===== config.mk =====
export PLATFORM = sky130hd
export DESIGN_NAME = program_loader
export DESIGN_NICKNAME = d
export VERILOG_FILES = /design/src/rtl/program_loader.sv
export SDC_FILE = /design/constraint.sdc
export NUM_CORES = 1
export LEC_CHECK = 0
export BUFFER_PORTS_ARGS = -buffer_cell sky130_fd_sc_hd__buf_4
export CAP_MARGIN = 20
export CORE_ASPECT_RATIO = 2
export CORE_UTILIZATION = 58
export DETAILED_ROUTE_END_ITERATION = 10
export PLACE_DENSITY = 0.85
export SLEW_MARGIN = 25
export SYNTH_ARGS = -nofsm -noshare
export SYNTH_HDL_FRONTEND = slang
export SYNTH_SLANG_ARGS = --single-unit

===== constraint.sdc =====
create_clock -name clk -period 3.2 [get_ports clk]
set_input_delay 0.32 -clock clk [delete_from_list [all_inputs] [get_ports clk]]
set_output_delay 0.32 -clock clk [all_outputs]
set_load 0.03 [all_outputs]

===== src/rtl/program_loader.sv =====
// program_loader: boot-time loader that streams host words into the datapath's
// unified memory, then releases the CPU from reset after a hold interval.
module program_loader #(
   parameter logic [15:0] START_ADDR  = 16'h0000,
   parameter int unsigned MAX_WORDS   = 1024,
   parameter int unsigned HOLD_CYCLES = 4
) (
   input  logic        clk,
   input  logic        rst,
   input  logic        start,
   input  logic        s_valid,
   input  logic [15:0] s_data,
   input  logic        s_last,
   output logic        s_ready,
   output logic [15:0] mem_addr,
   output logic [15:0] mem_wdata,
   output logic        mem_we,
   output logic        cpu_nrst,
   output logic        done,
   output logic        err_overflow,
   output logic [15:0] word_count
);

   localparam int unsigned AW = 16;
   localparam int unsigned CW = 8;
   localparam logic [AW-1:0] MAX_CNT  = AW'(MAX_WORDS);
   localparam logic [CW-1:0] HOLD_CNT = CW'(HOLD_CYCLES);

   typedef enum logic [2:0] {
      S_IDLE  = 3'd0,
      S_LOAD  = 3'd1,
      S_HOLD  = 3'd2,
      S_RUN   = 3'd3,
      S_ERROR = 3'd4
   } state_t;

   state_t          state;
   state_t          next_state;
   logic [AW-1:0]   ptr;
   logic [CW-1:0]   hold_cnt;
   logic            xfer_c;
   logic            restart_c;
   logic [AW-1:0]   count_inc_c;
   logic            s_ready_d;
   logic            cpu_nrst_d;
   logic            done_d;
   logic            err_d;

   // Handshake and restart qualifiers; s_ready is a flop so xfer is glitch-free
   always_comb begin
      xfer_c      = s_valid && s_ready;
      restart_c   = start && ((state == S_IDLE) || (state == S_RUN));
      count_inc_c = word_count + 16'd1;
   end

   // State register
   always_ff @(posedge clk) begin
      if (rst) state <= S_IDLE;
      else     state <= next_state;
   end

   // Next-state logic
   always_comb begin
      next_state = state;
      case (state)
         S_IDLE:  if (start) next_state = S_LOAD;
         S_LOAD: begin
            if (xfer_c) begin
               if (s_last)                      next_state = S_HOLD;
               else if (count_inc_c == MAX_CNT) next_state = S_ERROR;
            end
         end
         S_HOLD:  if (hold_cnt == '0) next_state = S_RUN;
         S_RUN:   if (start) next_state = S_LOAD;
         S_ERROR: next_state = S_ERROR;
         default: next_state = S_IDLE;
      endcase
   end

   // Output decode from the upcoming state so the status outputs come straight off flops
   always_comb begin
      s_ready_d  = 1'b0;
      cpu_nrst_d = 1'b0;
      done_d     = 1'b0;
      err_d      = err_overflow;
      case (next_state)
         S_LOAD:  s_ready_d = 1'b1;
         S_RUN: begin
            cpu_nrst_d = 1'b1;
            done_d     = 1'b1;
         end
         S_ERROR: err_d = 1'b1;
         default: ;
      endcase
   end

   // Registered outputs, write pointer, word counter and hold timer
   always_ff @(posedge clk) begin
      if (rst) begin
         s_ready      <= 1'b0;
         cpu_nrst     <= 1'b0;
         done         <= 1'b0;
         err_overflow <= 1'b0;
         mem_we       <= 1'b0;
         mem_addr     <= START_ADDR;
         mem_wdata    <= '0;
         word_count   <= '0;
         ptr          <= START_ADDR;
         hold_cnt     <= '0;
      end else begin
         s_ready      <= s_ready_d;
         cpu_nrst     <= cpu_nrst_d;
         done         <= done_d;
         err_overflow <= err_d;
         mem_we       <= xfer_c;
         if (xfer_c) begin
            mem_addr   <= ptr;
            mem_wdata  <= s_data;
            ptr        <= ptr + 16'd2;
            word_count <= count_inc_c;
         end
         if (restart_c) begin
            ptr        <= START_ADDR;
            word_count <= '0;
         end
         if ((state != S_HOLD) && (next_state == S_HOLD)) hold_cnt <= HOLD_CNT;
         else if ((state == S_HOLD) && (hold_cnt != '0))  hold_cnt <= hold_cnt - 8'd1;
      end
   end

endmodule


After elaboration in Yosys (flattened, before gate mapping)
Cells that the tools add are included.
{"block": "word_totals", "register_bits": 79, "in_bits": 21, "out_inout_bits": 53}
{"block": "classes", "addsub": 3, "eq_ne": 10, "muxes": 10, "n_reduce_logical": 12}
{"operator": "$mux W3", "count": 7}
{"operator": "$add A16 B1 Y16 const B", "count": 1}
{"operator": "$add A16 B2 Y16 const B", "count": 1}
{"operator": "$eq A16 B11 Y1 const B", "count": 1}
{"operator": "$eq A3 B2 Y1 const B", "count": 4}
{"operator": "$pmux W3 S4", "count": 1}
{"operator": "$logic_not A8 Y1", "count": 1}
{"operator": "$reduce_bool A8 Y1", "count": 1}
{"operator": "$sub A8 B1 Y8 const B", "count": 1}
{"operator": "$eq A3 B1 Y1 const B", "count": 2}
{"operator": "$eq A3 B3 Y1 const B", "count": 2}
{"operator": "$reduce_or A2 Y1", "count": 3}
{"operator": "$logic_and A1 B1 Y1", "count": 4}
{"operator": "$logic_not A3 Y1", "count": 1}
{"operator": "$ne A3 B2 Y1 const B", "count": 1}
{"operator": "$mux W1", "count": 2}
{"operator": "$reduce_bool A2 Y1", "count": 1}
{"operator": "$logic_or A1 B1 Y1", "count": 1}

Longest topological paths before layout
{"block": "logic_depth", "word_depth": 9, "mapped_depth": 7}

Worst setup path before layout
Ideal clock, no wire load.
{"block": "synth_timing", "path_kind": "register to register", "startpoint": "register word_count[0]", "endpoint": "register s_ready", "t_arrival_ps": 1853, "required_time_ps": 3081, "setup_slack_ps": 1227, "stages_incl_launch_ff": 8, "path_buffers": 1, "period_less_slack_ps": 1973, "cell_sequence": "dfxtp_1 ha_1 and4_1 clkbuf_1 a2111oi_0 a41o_1 and4_1 a21oi_1"}
{"block": "synth_via", "elab_chain_cells": 8}
{"item": "start, declared", "line_no": "21", "source": "output logic [15:0] word_count"}
{"item": "start signal, assigned", "line_no": "120", "source": "word_count <= count_inc_c;"}
{"item": "$add A16 B1 Y16", "line_no": "53", "source": "count_inc_c = word_count + 16'd1;"}
{"item": "$eq A16 B11 Y1", "line_no": "70", "source": "else if (count_inc_c == MAX_CNT) next_state = S_ERROR;"}
{"item": "$mux W3", "line_no": "70"}
{"item": "$mux W3", "line_no": "69", "source": "if (s_last) next_state = S_HOLD;"}
{"item": "$mux W3", "line_no": "68", "source": "if (xfer_c) begin"}
{"item": "$pmux W3 S4", "line_no": "65", "source": "case (state)"}
{"item": "$eq A3 B1 Y1", "line_no": "86", "source": "case (next_state)"}
{"item": "$mux W1", "line_no": "86"}
{"item": "end signal, assigned", "line_no": "111", "source": "s_ready <= s_ready_d;"}
{"item": "end, declared", "line_no": "14", "source": "output logic s_ready,"}
No other way between the ends.
A chain may end at the register's enable or synchronous reset.

Worst setup path after layout
{"block": "layout_timing", "startpoint": "register hold_cnt[0]", "endpoint": "register hold_cnt[7]"}
{"block": "layout_via", "elab_chain_cells": 6, "word_cells_on_any_way": 9}
{"item": "start, declared", "line_no": "40", "source": "logic [CW-1:0] hold_cnt;"}
{"item": "start signal, assigned", "line_no": "127", "source": "else if ((state == S_HOLD) && (hold_cnt != '0)) hold_cnt <= hold_cnt - 8'd1;"}
{"item": "$logic_not A8 Y1", "line_no": "73", "source": "S_HOLD: if (hold_cnt == '0) next_state = S_RUN;"}
{"item": "$mux W3", "line_no": "73"}
{"item": "$pmux W3 S4", "line_no": "65"}
{"item": "$eq A3 B2 Y1", "line_no": "126", "source": "if ((state != S_HOLD) && (next_state == S_HOLD)) hold_cnt <= HOLD_CNT;"}
{"item": "$logic_and A1 B1 Y1", "line_no": "126"}
{"item": "$reduce_or A2 Y1 (no source line)"}
Several ways; a longest one is shown, not always the timed one.

==> results.toml <==
[global_route]
grt_pass1_wl_mm = 12.1
grt_max_degree = 42
globalRouteMet3Util = 0.0659
grtUsageTotal = 0.257
grt_use_met2 = 0.505
grt_pass1_vias = 2803
use_met1 = 0.243
grt_remaining_overflow = 0
antenna_found_initial = 0
top_usage_layer = "met2"

[worst_setup_path]
path_max_fanout = 9
reg2reg_slack_ns = 1.23
r2r_end = "hold_cnt[7]"
cp.required_ns = 3.44
start_kind = "flop"
reg2reg_depth = 7
slowest_delay_ns = 0.60
worstPathArrival_ns = 2.20
criticalPathCategory = "reg2reg"
r2r-start = "hold_cnt[0]"
crit_chain = "inv_1, ha_1, nor2b_1, a311oi_2, nand4_1, xor2_1, nor2_1"
end_kind = "flop"
crit_slowest_cell = "a311oi_2"

[power_and_ir_drop]
p_leak_nw = 1.56
switching_share = 0.241
power_frac_seq = 0.505
p_sw_w = 0.000474
internal_power_w = 0.00149
p_clk_frac = 0.403
powerDensity_nw_per_um2 = 481
max-vdd-ir-drop_uv = 476
combPwrFrac = 0.092

[cells_and_area]
areaGrowthSynthToFinish_pct = 21.8
fin_util = 0.742
stdcell_area_um2 = 4090
final_cell_mix = "dfxtp_1 (77), nand2_1 (76), buf_4 (74), a21oi_1 (44), nor2_1 (42)"
diodes = 0
final_nets = 490
drive_gt1_frac = 0.219
layout_commonest_cell = "dfxtp_1"

[floorplan]
ios = 74
start_util = 0.609
rows = 38
die_h_um = 110
core_area_um2 = 5520
dieArea_um2 = 6120
die_w_um = 55.8

[cts]
htree_levels = 3
cts_hold_buf = 0
cts_root_buffer = "clkbuf_8"
post_cts_buffers = 0
clkSinkCount = 77
cts_tree = "built"
numCtsBuffers = 9
clk_pin_slew_ns = 0.08
clk_latency_ns = 0.36
cts_resized = 0
clk_path_buf_depth = 2

[timing]
fin_crit_sh = 0.614
maxSlewHeadroom = 0.552
setup_viol = 0
max_freq_mhz = 509
tns_ns = 0
fin_skew_ns = 0.00736
drv_slew = 0
fin_crit_ns = 1.97
worst_pin_slew_ns = 0.672
rsz0062_at_grt = "false"
hold_violations = 0

[logic_synthesis]
syn_area_per_cell_um2 = 8.31
synth_edf_count = 0
ys_seq_area_frac = 0.459
ys_ff_latch = 77
ys.flop_type = "dfxtp_1"
yosysWarnings = 0
syn_nets = 428
syn_inst = 404
syn-cell-area_um2 = 3360
synthArstFlopShare = 0
synth_cell_types = 50

[routing]
drt-initial-drc-count = 97
viasPerCell = 5.68
vias = 3013
drt_wl_total_mm = 7.55
drt_first_pass_iters = 4
ant_nets = 0
drc = 0
wire_per_inst_um = 14.3

[hold_path]
hp-class = "in2reg"
hold_depth = 3
hp-start = "s_data[1]"
holdPathEnd = "mem_wdata[1]"

[place]
io_buffers = 72
gp_congestion = 0.815
dp_hpwl_mm = 5.26
placed_cell_area_um2 = 3880

[run]
max_cap_viol_count = 0

[status]
status = "complete, no violations"
-- metal layers --
| layer | share of wire | vias to the layer above |
|---|---|---|
| met5 | 0 | - |
| met3 | 0.046 | 14 |
| li1 | - | 1482 |
| met4 | 0.019 | 0 |
| met2 | 0.56 | 77 |
| met1 | 0.37 | 1440 |
-- power by group through the flow --
stage | combinational (W) | clock (W) | sequential [W]
3_5_place_dp | 0.000180 | 0 | 0.00102
2_1_floorplan | 0.0000909 | 0 | 0.00104
3_3_place_gp | 0.000178 | 0 | 0.00102
5_1_grt | 0.000195 | 0.000850 | 0.000997
4_1_cts | 0.000181 | 0.000805 | 0.000995
6_report | 0.000181 | 0.000793 | 0.000995
-- how the worst max path moves through the flow --
stage / start / endpoint / slack [ns]
after global routing: hold_cnt[0] / hold_cnt[7] / 1.04
after CTS: hold_cnt[0] / hold_cnt[7] / 1.23
after floorplan: word_count[0] / s_ready / 1.23
final: hold_cnt[0] / hold_cnt[7] / 1.23
after global placement: s_valid / hold_cnt[1] / 1.30
after detailed placement: hold_cnt[0] / hold_cnt[6] / 1.24
-- state kept, by name, indices dropped and copies added, names as in the netlist --
name / cells
err_overflow: 1
done: 1
hold_cnt: 8
mem_wdata: 16
word_count: 16
mem_addr: 15
ptr: 15
mem_we: 1
state: 3
s_ready: 1
-- area by class of cell --
class	count	area, um2
Inverter	9	33.8
Clock inverter	4	72.6
Timing Repair Buffer	74	556
Clock buffer	11	141
Tap cell	60	75.1
Fill cell	443	1430
Multi-Input combinational cell	295	1670
Sequential cell	77	1540
-- cell usage after synthesis (3+ instances only) --
master    number  area share
or3_1          5      0.0093
nand2_1       76       0.085
nand3_1       16       0.024
nor3_1         7       0.010
buf_1          5      0.0056
nand4_1       10       0.019
o21ai_0       10       0.015
and3_1         7       0.013
xnor2_1       17       0.044
xor2_1        17       0.044
dfxtp_1       77        0.46
inv_1          9       0.010
nor2_1        42       0.047
ha_1           3       0.011
or2_2          3      0.0056
a21oi_1       44       0.066
and2_1         3      0.0056
clkbuf_1      13       0.015
and4_1         3      0.0078
-- through the flow --
step	hold slack [ns]	instances	setup WS [ns]	power, W
after floorplan	0.437	404	1.23	0.00113
after global placement	0.442	515	1.30	0.00119
after detailed placement	0.448	515	1.24	0.00120
after CTS	0.201	530	1.23	0.00198
after global routing	0.208	530	1.04	0.00204
final	0.204	530	1.23	0.00197
-- critical path: cells and delay by family (launching register included) --
| kind | cells | cell delay, ns |
|---|---|---|
| fa+ha+maj | 1 | 0.23 |
| simple gates | 3 | 0.40 |
| flops | 1 | 0.38 |
| xor+xnor | 1 | 0.17 |
| compound gates | 1 | 0.60 |
| buf+inv | 1 | 0.06 |
-- kinds of logic after synthesis --
group | after synthesis | share of synthesized area
compound gates | 67 | 0.123
xor+xnor | 34 | 0.0887
fa+ha+maj | 3 | 0.0112
buf+inv | 32 | 0.0436
flops | 77 | 0.459
mux | 2 | 0.00596
other cells | 1 | 0.00112
simple gates | 188 | 0.267
Note: power is estimated with default switching activity, not from simulation.
